`src/rtl/fetch_command_issuer_pkg.sv`:
```
// Shared definitions for the fetch command issuer: FSM encodings, command field
// offsets and page/beat geometry.
package fetch_command_issuer_pkg;

   typedef enum logic [4:0] {
      S_IDLE      = 5'b00001,
      S_CALC      = 5'b00010,
      S_ISSUE     = 5'b00100,
      S_WAIT_DATA = 5'b01000,
      S_DONE      = 5'b10000
   } state_e;

   localparam int CMD_ADDR_MSB = 127;
   localparam int CMD_ADDR_LSB = 64;
   localparam int CMD_LEN_MSB  = 63;
   localparam int CMD_LEN_LSB  = 28;

   localparam int LEN_W        = 36;
   localparam int PAGE_BYTES   = 4096;
   localparam int PACKET_WIDTH = 128;
   localparam int BEAT_BYTES   = PACKET_WIDTH / 8;

   function automatic logic [LEN_W-1:0] min_len(input logic [LEN_W-1:0] a,
                                                input logic [LEN_W-1:0] b);
      return (a < b) ? a : b;
   endfunction

endpackage

```
`src/rtl/fetch_command_issuer_chunk_calc.sv`:
```
// Combinational chunk sizer: clamps to remaining bytes, max chunk and the 4 KB
// page boundary, then counts data beats including the start offset in the beat.
module fetch_chunk_calc
   import fetch_command_issuer_pkg::*;
#(
   parameter int C_MAX_CHUNK_BYTES = 1024,
   parameter int C_BEAT_BYTES      = BEAT_BYTES
) (
   input  logic [11:0]      page_offset,
   input  logic [LEN_W-1:0] remaining,
   output logic [LEN_W-1:0] chunk,
   output logic [LEN_W-1:0] beats
);

   localparam int BEAT_SHIFT = $clog2(C_BEAT_BYTES);

   logic [LEN_W-1:0] page_left;
   logic [LEN_W-1:0] beat_offset;

   always_comb begin
      page_left   = LEN_W'(PAGE_BYTES) - {24'd0, page_offset};
      chunk       = min_len(min_len(remaining, LEN_W'(C_MAX_CHUNK_BYTES)), page_left);
      beat_offset = {24'd0, page_offset} & LEN_W'(C_BEAT_BYTES - 1);
      beats       = (beat_offset + chunk + LEN_W'(C_BEAT_BYTES - 1)) >> BEAT_SHIFT;
   end

endmodule

```
`src/rtl/fetch_command_issuer.sv`:
```
// Splits a fetch job into page-safe read commands, issuing one at a time and
// waiting for its data beats. FETCH_ISSUER_TIMEOUT_EN adds a WAIT_DATA watchdog.
module fetch_command_issuer
   import fetch_command_issuer_pkg::*;
#(
   parameter int C_PACKET_WIDTH    = PACKET_WIDTH,
   parameter int C_MAX_CHUNK_BYTES = 1024,
   parameter int C_TIMEOUT_CYCLES  = 65535
) (
   input  logic                      clk,
   input  logic                      rst,
   input  logic                      job_valid,
   output logic                      job_ready,
   input  logic [63:0]               job_address,
   input  logic [LEN_W-1:0]          job_length,
   output logic                      job_done,
   output logic                      cmd_valid,
   input  logic                      cmd_accept,
   output logic [C_PACKET_WIDTH-1:0] cmd_payload,
   input  logic                      beat_valid,
   input  logic                      beat_accept,
   output logic                      busy,
   output logic [15:0]               chunk_count
`ifdef FETCH_ISSUER_TIMEOUT_EN
   ,output logic                     timeout_err
`endif
);

   state_e           state_q, state_d;
   logic [63:0]      cur_addr_q, cur_addr_d;
   logic [LEN_W-1:0] remaining_q, remaining_d;
   logic [LEN_W-1:0] chunk_q, chunk_d;
   logic [LEN_W-1:0] beats_exp_q, beats_exp_d;
   logic [LEN_W-1:0] beat_cnt_q, beat_cnt_d;
   logic [15:0]      chunk_count_q, chunk_count_d;
   logic [LEN_W-1:0] calc_chunk, calc_beats;
   logic             job_hs, cmd_hs, beat_hs, wait_done, wd_expire;

   fetch_chunk_calc #(
      .C_MAX_CHUNK_BYTES (C_MAX_CHUNK_BYTES),
      .C_BEAT_BYTES      (C_PACKET_WIDTH / 8)
   ) u_chunk_calc (
      .page_offset (cur_addr_q[11:0]),
      .remaining   (remaining_q),
      .chunk       (calc_chunk),
      .beats       (calc_beats)
   );

   assign job_hs    = job_valid && job_ready;
   assign cmd_hs    = cmd_valid && cmd_accept;
   assign beat_hs   = (state_q == S_WAIT_DATA) && beat_valid && beat_accept;
   assign wait_done = beat_hs && ((beat_cnt_q + LEN_W'(1)) >= beats_exp_q);

`ifdef FETCH_ISSUER_TIMEOUT_EN
   logic [31:0] wd_q, wd_d;
   logic        timeout_q, timeout_d;

   // Watchdog counts beat-less WAIT_DATA cycles; restarts on every beat.
   assign wd_expire = (state_q == S_WAIT_DATA) && !beat_hs &&
                      ((wd_q + 32'd1) >= 32'(C_TIMEOUT_CYCLES));

   always_comb begin
      wd_d      = wd_q;
      timeout_d = timeout_q;
      if (cmd_hs) begin
         wd_d = 32'd0;
      end else if (state_q == S_WAIT_DATA) begin
         wd_d = beat_hs ? 32'd0 : wd_q + 32'd1;
      end
      if (job_hs) begin
         timeout_d = 1'b0;
      end else if (wd_expire) begin
         timeout_d = 1'b1;
      end
   end

   always_ff @(posedge clk) begin
      if (rst) begin
         wd_q      <= 32'd0;
         timeout_q <= 1'b0;
      end else begin
         wd_q      <= wd_d;
         timeout_q <= timeout_d;
      end
   end

   assign timeout_err = timeout_q;
`else
   assign wd_expire = 1'b0;
`endif

   always_ff @(posedge clk) begin
      if (rst) begin
         state_q <= S_IDLE;
      end else begin
         state_q <= state_d;
      end
   end

   always_comb begin
      state_d = state_q;
      case (state_q)
         S_IDLE:      if (job_hs) state_d = S_CALC;
         S_CALC:      state_d = (remaining_q == '0) ? S_DONE : S_ISSUE;
         S_ISSUE:     if (cmd_hs) state_d = S_WAIT_DATA;
         S_WAIT_DATA: begin
            if (wait_done) begin
               state_d = S_CALC;
            end else if (wd_expire) begin
               state_d = S_DONE;
            end
         end
         S_DONE:      state_d = S_IDLE;
         default:     state_d = S_IDLE;
      endcase
   end

   always_comb begin
      cur_addr_d    = cur_addr_q;
      remaining_d   = remaining_q;
      chunk_d       = chunk_q;
      beats_exp_d   = beats_exp_q;
      beat_cnt_d    = beat_cnt_q;
      chunk_count_d = chunk_count_q;
      if (job_hs) begin
         cur_addr_d    = job_address;
         remaining_d   = job_length;
         chunk_count_d = 16'd0;
      end
      if (state_q == S_CALC) begin
         chunk_d     = calc_chunk;
         beats_exp_d = calc_beats;
      end
      // Address advance wraps modulo 2^64; chunk count sticks at its maximum.
      if (cmd_hs) begin
         cur_addr_d    = cur_addr_q + {28'd0, chunk_q};
         remaining_d   = remaining_q - chunk_q;
         beat_cnt_d    = '0;
         chunk_count_d = (chunk_count_q == 16'hFFFF) ? chunk_count_q : chunk_count_q + 16'd1;
      end
      if (beat_hs) begin
         beat_cnt_d = beat_cnt_q + LEN_W'(1);
      end
   end

   always_ff @(posedge clk) begin
      if (rst) begin
         beat_cnt_q    <= '0;
         chunk_count_q <= 16'd0;
      end else begin
         beat_cnt_q    <= beat_cnt_d;
         chunk_count_q <= chunk_count_d;
      end
   end

   always_ff @(posedge clk) begin
      cur_addr_q  <= cur_addr_d;
      remaining_q <= remaining_d;
      chunk_q     <= chunk_d;
      beats_exp_q <= beats_exp_d;
   end

   always_comb begin
      job_ready   = (state_q == S_IDLE) && !rst;
      cmd_valid   = (state_q == S_ISSUE);
      job_done    = (state_q == S_DONE);
      busy        = (state_q != S_IDLE);
      chunk_count = chunk_count_q;
      cmd_payload = '0;
      if (state_q == S_ISSUE) begin
         cmd_payload[CMD_ADDR_MSB:CMD_ADDR_LSB] = cur_addr_q;
         cmd_payload[CMD_LEN_MSB:CMD_LEN_LSB]   = chunk_q;
      end
   end

endmodule

```
`config.mk`:
```
export PLATFORM = sky130hd
export DESIGN_NAME = fetch_command_issuer
export DESIGN_NICKNAME = d
export VERILOG_FILES = /design/src/rtl/fetch_command_issuer_pkg.sv /design/src/rtl/fetch_command_issuer_chunk_calc.sv /design/src/rtl/fetch_command_issuer.sv
export SDC_FILE = /design/constraint.sdc
export NUM_CORES = 1
export LEC_CHECK = 0
export ABC_AREA = 1
export CORE_MARGIN = 5
export CORE_UTILIZATION = 45
export DETAILED_ROUTE_END_ITERATION = 10
export PLACE_DENSITY_LB_ADDON = 0.25
export RECOVER_POWER = 25
export SYNTH_ARGS = -nofsm -noshare
export SYNTH_HDL_FRONTEND = slang
export SYNTH_HIERARCHICAL = 1
export SYNTH_SLANG_ARGS = --single-unit
```
`constraint.sdc`:
```
create_clock -name clk -period 14.4 [get_ports clk]
set_input_delay 2.88 -clock clk [delete_from_list [all_inputs] [get_ports clk]]
set_output_delay 2.88 -clock clk [all_outputs]
set_load 0.02 [all_outputs]
```
# Word-level counts from Yosys, hierarchy flattened
# Cells that the tools add are included.
[word_totals]
ff_bits = 225
inputBits = 106
output_inout_bits = 148
elab_cells = 57
[op_classes]
addsub = 7
magnitude_cmp = 3
n_eq_ne = 11
n_mux = 17
n_reduce_logical = 12
[ops]
columns = ["operator", "count"]
rows = [
  ["$mux 36", 6],
  ["$mux 64", 2],
  ["$mux 100", 1],
  ["$add 64x36->64", 1],
  ["$mux 16", 3],
  ["$add 36x1->36 const B", 1],
  ["$add 36x4->36 const B", 1],
  ["$add 4x36->36", 1],
  ["$ge 36x32->1", 1],
  ["$logic_not 36->1", 1],
  ["$lt 36x11->1 const B", 1],
  ["$lt 36x36->1", 1],
  ["$sub 36x36->36", 1],
  ["$mux 5", 4],
  ["$pmux 5 s4", 1],
  ["$add 16x1->16 const B", 1],
  ["$eq 16x16->1 const B", 1],
  ["$sub 13x12->14 const A", 1],
  ["$logic_and 1x1->1", 6],
  ["$ne 2x2->1 const B", 3],
  ["$eq 5x1->1 const B", 1],
  ["$eq 5x2->1 const B", 1],
  ["$eq 5x3->1 const B", 1],
  ["$eq 5x4->1 const B", 1],
  ["other kinds (7)", 8],
]

# Depth between registers and ports, before layout
[depth]
ltp_word = 6
ltp_mapped = 30
mapped_depth_nobuf = 29

# By module
# The synthesis kept the hierarchy.
[modules_own_cells]
columns = ["mod", "instances", "cells_per_inst", "area_per_inst_um2", "seq_area_each_um2"]
rows = [
  ["fetch_command_issuer", 1, 2531, 17631.9, 6306.0],
  ["fetch_chunk_calc", 1, 309, 1780.5, 0.0],
]

# Least setup slack after synthesis
# OpenSTA, ideal clock, no wires.
[synth_timing]
kind = "register to register"
startpoint = "register state_q[4]"
endpoint = "register state_q[2]"
setup_time_ns = 0.091
t_arrival_ns = 8.452
required_time_ns = 14.309
setup_slack_ns = 5.857
stages_incl_launch_ff = 4
n_path_buf = 0
period_less_slack_ns = 8.543
path_cell_list = "dfxtp_1 > nor4_1 > o21ai_0 > a21oi_1"
[synth_via]
elab_chain_len = 6
word_cells_on_any_way = 15
classes_between = "eq/ne: 7; mux: 1; reduce/logical: 7"
[synth_rtl]
columns = ["element", "line_no", "source"]
rows = [
  ["start: declaration", "fetch_command_issuer.sv:29", "state_e state_q, state_d;"],
  ["start signal: assignment", "fetch_command_issuer.sv:96", "state_q <= state_d;"],
  ["$eq 5x4->1", "fetch_command_issuer.sv:51, fetch_command_issuer.sv:102", ""],
  ["$logic_and 1x1->1 (2 in series)", "fetch_command_issuer.sv:51", "assign beat_hs = (state_q == S_WAIT_DATA) && beat_valid && beat_accept;"],
  ["$logic_and 1x1->1", "fetch_command_issuer.sv:52", "assign wait_done = beat_hs && ((beat_cnt_q + LEN_W'(1)) >= beats_exp_q);"],
  ["$ne 2x2->1 (no line)", "n/a", ""],
  ["$reduce_and 3->1 (no line)", "n/a", ""],
]
# Several ways; a longest one is shown, not always the timed one.
# A chain may end at the register's enable or synchronous reset.

# Worst setup path after layout
[layout_timing]
startpoint = "input port cmd_accept"
endpoint = "register chunk_count_q[5] (netlist: chunk_count[5])"
[layout_via]
elab_chain_len = 3
word_cells_on_any_way = 5
classes_between = "eq/ne: 1; mux: 1; reduce/logical: 3"
[layout_rtl]
columns = ["element", "line_no", "source"]
rows = [
  ["start: declaration", "fetch_command_issuer.sv:18", "input logic cmd_accept,"],
  ["$logic_and 1x1->1 *", "fetch_command_issuer.sv:50", "assign cmd_hs = cmd_valid && cmd_accept;"],
  ["$ne 2x2->1 (no line) or $reduce_bool 2->1 (tied branches)", "n/a", ""],
  ["$reduce_and 2->1 (no line)", "n/a", ""],
  ["end signal: assignment", "fetch_command_issuer.sv:152", "chunk_count_q <= chunk_count_d;"],
  ["end: declaration", "fetch_command_issuer.sv:35", "logic [15:0] chunk_count_q, chunk_count_d;"],
]
# Every way passes the cells marked *; elsewhere a longest branch is shown, timed or not.

==> results.json <==
{
  "gp_congestion": 1.01,
  "cts_hold_buf": 0,
  "yosys.area.top_type": "edfxtp_1",
  "drt-total-wl_um": 67500,
  "netlist_area_um2": 19400,
  "timing.critical_path.buf_inv": 5,
  "finish.net_count": 3290,
  "worstMarginPinSlew_ns": 3.96,
  "cts.path.max_buffers": 3,
  "io_buffers": 225,
  "worstSetupPathType": "input port to flip-flop",
  "rsz0062_at_grt": "no",
  "maxSlewViolCount": 138,
  "ys_types": 60,
  "finalPower_w": 0.00240,
  "avgViaCountPerCell": 5.18,
  "fin_util_pct": 53.4,
  "coreArea_um2": 42900,
  "violations": "capacitance limit, slew limit",
  "cp.required_ns": 14.93,
  "power.leakage_nw": 10.3,
  "die_y_um": 218,
  "ys_ff_latch": 229,
  "p_clk_share_pct": 31.7,
  "start_util_pct": 45.3,
  "max_cap_violations": 3,
  "period_share_pct": 57.0,
  "grt_pass1_vias": 18349,
  "drive_above_1_share_pct": 3.74,
  "yosysSeqAreaShare_pct": 32.5,
  "avgRoutedWirePerCell_um": 18.4,
  "cts.clk_slew.worst_paths_ns": 0.06,
  "synth.area.top_cells": "edfxtp_1 27%, nand2_1 16%, ha_1 8.3%, inv_1 7.9%, nor2_1 6.6%",
  "seq_power_share_pct": 36.0,
  "hold_path_depth": 2,
  "path_max_fanout": 101,
  "holdWs_ns": 0.471,
  "pwr-share-comb_pct": 32.3,
  "peakVddDrop_uv": 79.6,
  "insertedDiodeCount": 0,
  "cpLargestDelayFamily": "buffers and inverters",
  "synthCells": 2840,
  "cts_tree": "yes",
  "num_rows": 76,
  "powerDensity_nw_per_um2": 105,
  "cts-htree-levels": 1,
  "cp_slowest_cell": "clkbuf_1",
  "hp-class": "flip-flop to flip-flop",
  "yosysWarnings": 6,
  "grt_antenna_before_repair": 0,
  "whs_endpoint": "beat_cnt_q[21]",
  "clock_latency_ns": 0.59,
  "cts_resized": 0,
  "ant_nets": 0,
  "synth_area_per_cell_um2": 6.84,
  "multi_input_area_um2": 11000,
  "dr.pass1.iters": 5,
  "cts_setup_buffers": 0,
  "setup_violations": 0,
  "critPathLaunchType": "input port",
  "io_pins": 254,
  "cp-end-kind": "flip-flop",
  "rr_worst_depth": 12,
  "grt_pass1_wl_um": 103000,
  "r2r-start": "state_q[0]",
  "post-synth-top-count-cell": "nand2_1",
  "p_int_w": 0.00151,
  "reg2reg_slack_ns": 8.30,
  "max_slew_margin_pct": -164,
  "tns_ns": 0,
  "drc": 0,
  "drt-initial-drc-count": 1488,
  "p_sw_w": 0.000887,
  "fin_worst_skew_ns": 0.0234,
  "status": "complete, but fails checks",
  "hpwl_um": 54200,
  "grt_max_degree": 111,
  "switching_share_pct": 36.9,
  "min_from": "beat_cnt_q[21]",
  "slowest_delay_ns": 2.51,
  "cts_made_buffers": 29,
  "finalHoldViolations": 0,
  "area_growth_syn_to_layout_pct": 17.9,
  "worstPathCellList": "dlygate4sd3_1, inv_1, nor2_4, clkbuf_1, inv_4, nand2_8, nand2_8, inv_4, nand2_1, nor2_1, o21ai_1, a21oi_1",
  "die_width_um": 218,
  "fin_crit_ns": 8.20,
  "die-area_um2": 47400,
  "seq_area_um2": 6310,
  "async_flop_share_pct": 0,
  "overflow": 0,
  "yosys.area.top_type_share_pct": 26.6,
  "yosys-top-cells-count": "807 x nand2_1, 411 x inv_1, 343 x nor2_1",
  "track_usage_pct": 27.5,
  "n_fill_cell": 4314,
  "cts_root_buf": "clkbuf_16",
  "vias": 18978,
  "synth_edf_count": 172,
  "ys.flop_type": "edfxtp_1",
  "timing.rr.end": "chunk_count[5]",
  "fmax_mhz": 122,
  "cts_sinks": 229,
  "arrival_ns": 8.73
}
cell usage in the layout (no fill, tap or decap), drive strengths merged, types with 2 or more instances in the layout:
cell type / Yosys / final
a21boi: 5 / 5
a21o: 7 / 7
a21oi: 173 / 173
and2: 5 / 5
and3: 2 / 2
buf: 97 / 3
bufinv: 0 / 3
clkbuf: 28 / 42
clkdlybuf4s50: 0 / 212
clkinv: 1 / 10
conb: 2 / 80
dfxtp: 57 / 57
dlygate4sd3: 0 / 13
edfxtp: 172 / 172
fa: 2 / 2
ha: 128 / 128
inv: 423 / 423
nand2: 829 / 829
nand3: 164 / 164
nand3b: 7 / 7
nand4: 39 / 39
nor2: 357 / 357
nor3: 52 / 52
nor4: 25 / 25
o211ai: 4 / 4
o21a: 7 / 7
o21ai: 132 / 132
o21bai: 7 / 7
or2: 16 / 16
xnor2: 45 / 45
xor2: 47 / 47
cells by family after synthesis:
family	Yosys count	synth area share, %
buffers and inverters	549	12.3
AOI/OAI and AO/OA	340	9.32
adders and majority gates	130	8.46
and+or+nand+nor	1498	33.2
other	2	0.0387
xor gates and xnor gates	92	4.19
DFF	229	32.5
flip-flops by register name, summed over array words and instances, names as in the netlist:
name and cells:
state_q 5, chunk_count 16, cur_addr_q 64, beat_cnt_q 36, chunk_q 36, remaining_q 36
beats_exp_q 36
layout make-up:
| type | count | share of cell area [%] |
|---|---|---|
| multi-input combinational | 2140 | 48.0 |
| tap | 585 | 3.20 |
| sequential | 229 | 27.6 |
| inverter | 424 | 6.98 |
| clock inverter | 13 | 0.678 |
| timing repair buffer | 230 | 9.97 |
| clock buffer | 40 | 3.62 |
power groups by stage:
| stage | clock [W] | combinational [W] | sequential (W) |
|---|---|---|---|
| after detailed placement | 0 | 0.000763 | 0.000875 |
| after global placement | 0 | 0.000757 | 0.000873 |
| after global routing | 0.000800 | 0.000864 | 0.000872 |
| after CTS | 0.000774 | 0.000768 | 0.000862 |
| final | 0.000761 | 0.000775 | 0.000865 |
| after floorplan | 0 | 0.000551 | 0.000853 |
tightest hold or removal path, stage by stage (launching register included):
cell	delay [ns]
dfxtp_1	0.31
nand2_1	0.06
a21oi_1	0.05
how the worst max path moves through the flow:
| stage | from | endpoint | slack [ns] | cells past startpoint |
|---|---|---|---|---|
| 2_1_floorplan | state_q[4] | state_q[2] | 5.86 | 3 |
| 3_3_place_gp | rst | job_ready | 7.06 | 4 |
| 3_5_place_dp | rst | job_ready | 7.05 | 4 |
| 4_1_cts | rst | job_ready | 7.05 | 4 |
| 5_1_grt | cmd_accept | chunk_count[5] | 5.70 | 12 |
| 6_report | cmd_accept | chunk_count[5] | 6.20 | 12 |
stage by stage:
step	std cells	setup slack, ns	cell area (um2)
after floorplan	2918	5.86	19700
after global placement	3608	7.06	21900
after detailed placement	3608	7.05	21900
after CTS	3661	7.05	22900
after global routing	3661	5.70	22900
final	3661	6.20	22900
layer usage:
metal | wire length, um | vias up | global-route usage [%]
met4 | 2480 | 0 | 8.22
met3 | 3920 | 100 | 3.44
li1 | - | 9430 | -
met1 | 28800 | 8823 | 36.3
met2 | 32300 | 625 | 47.6
met5 | 0 | - | 0
(Power assumes the default switching activity.)
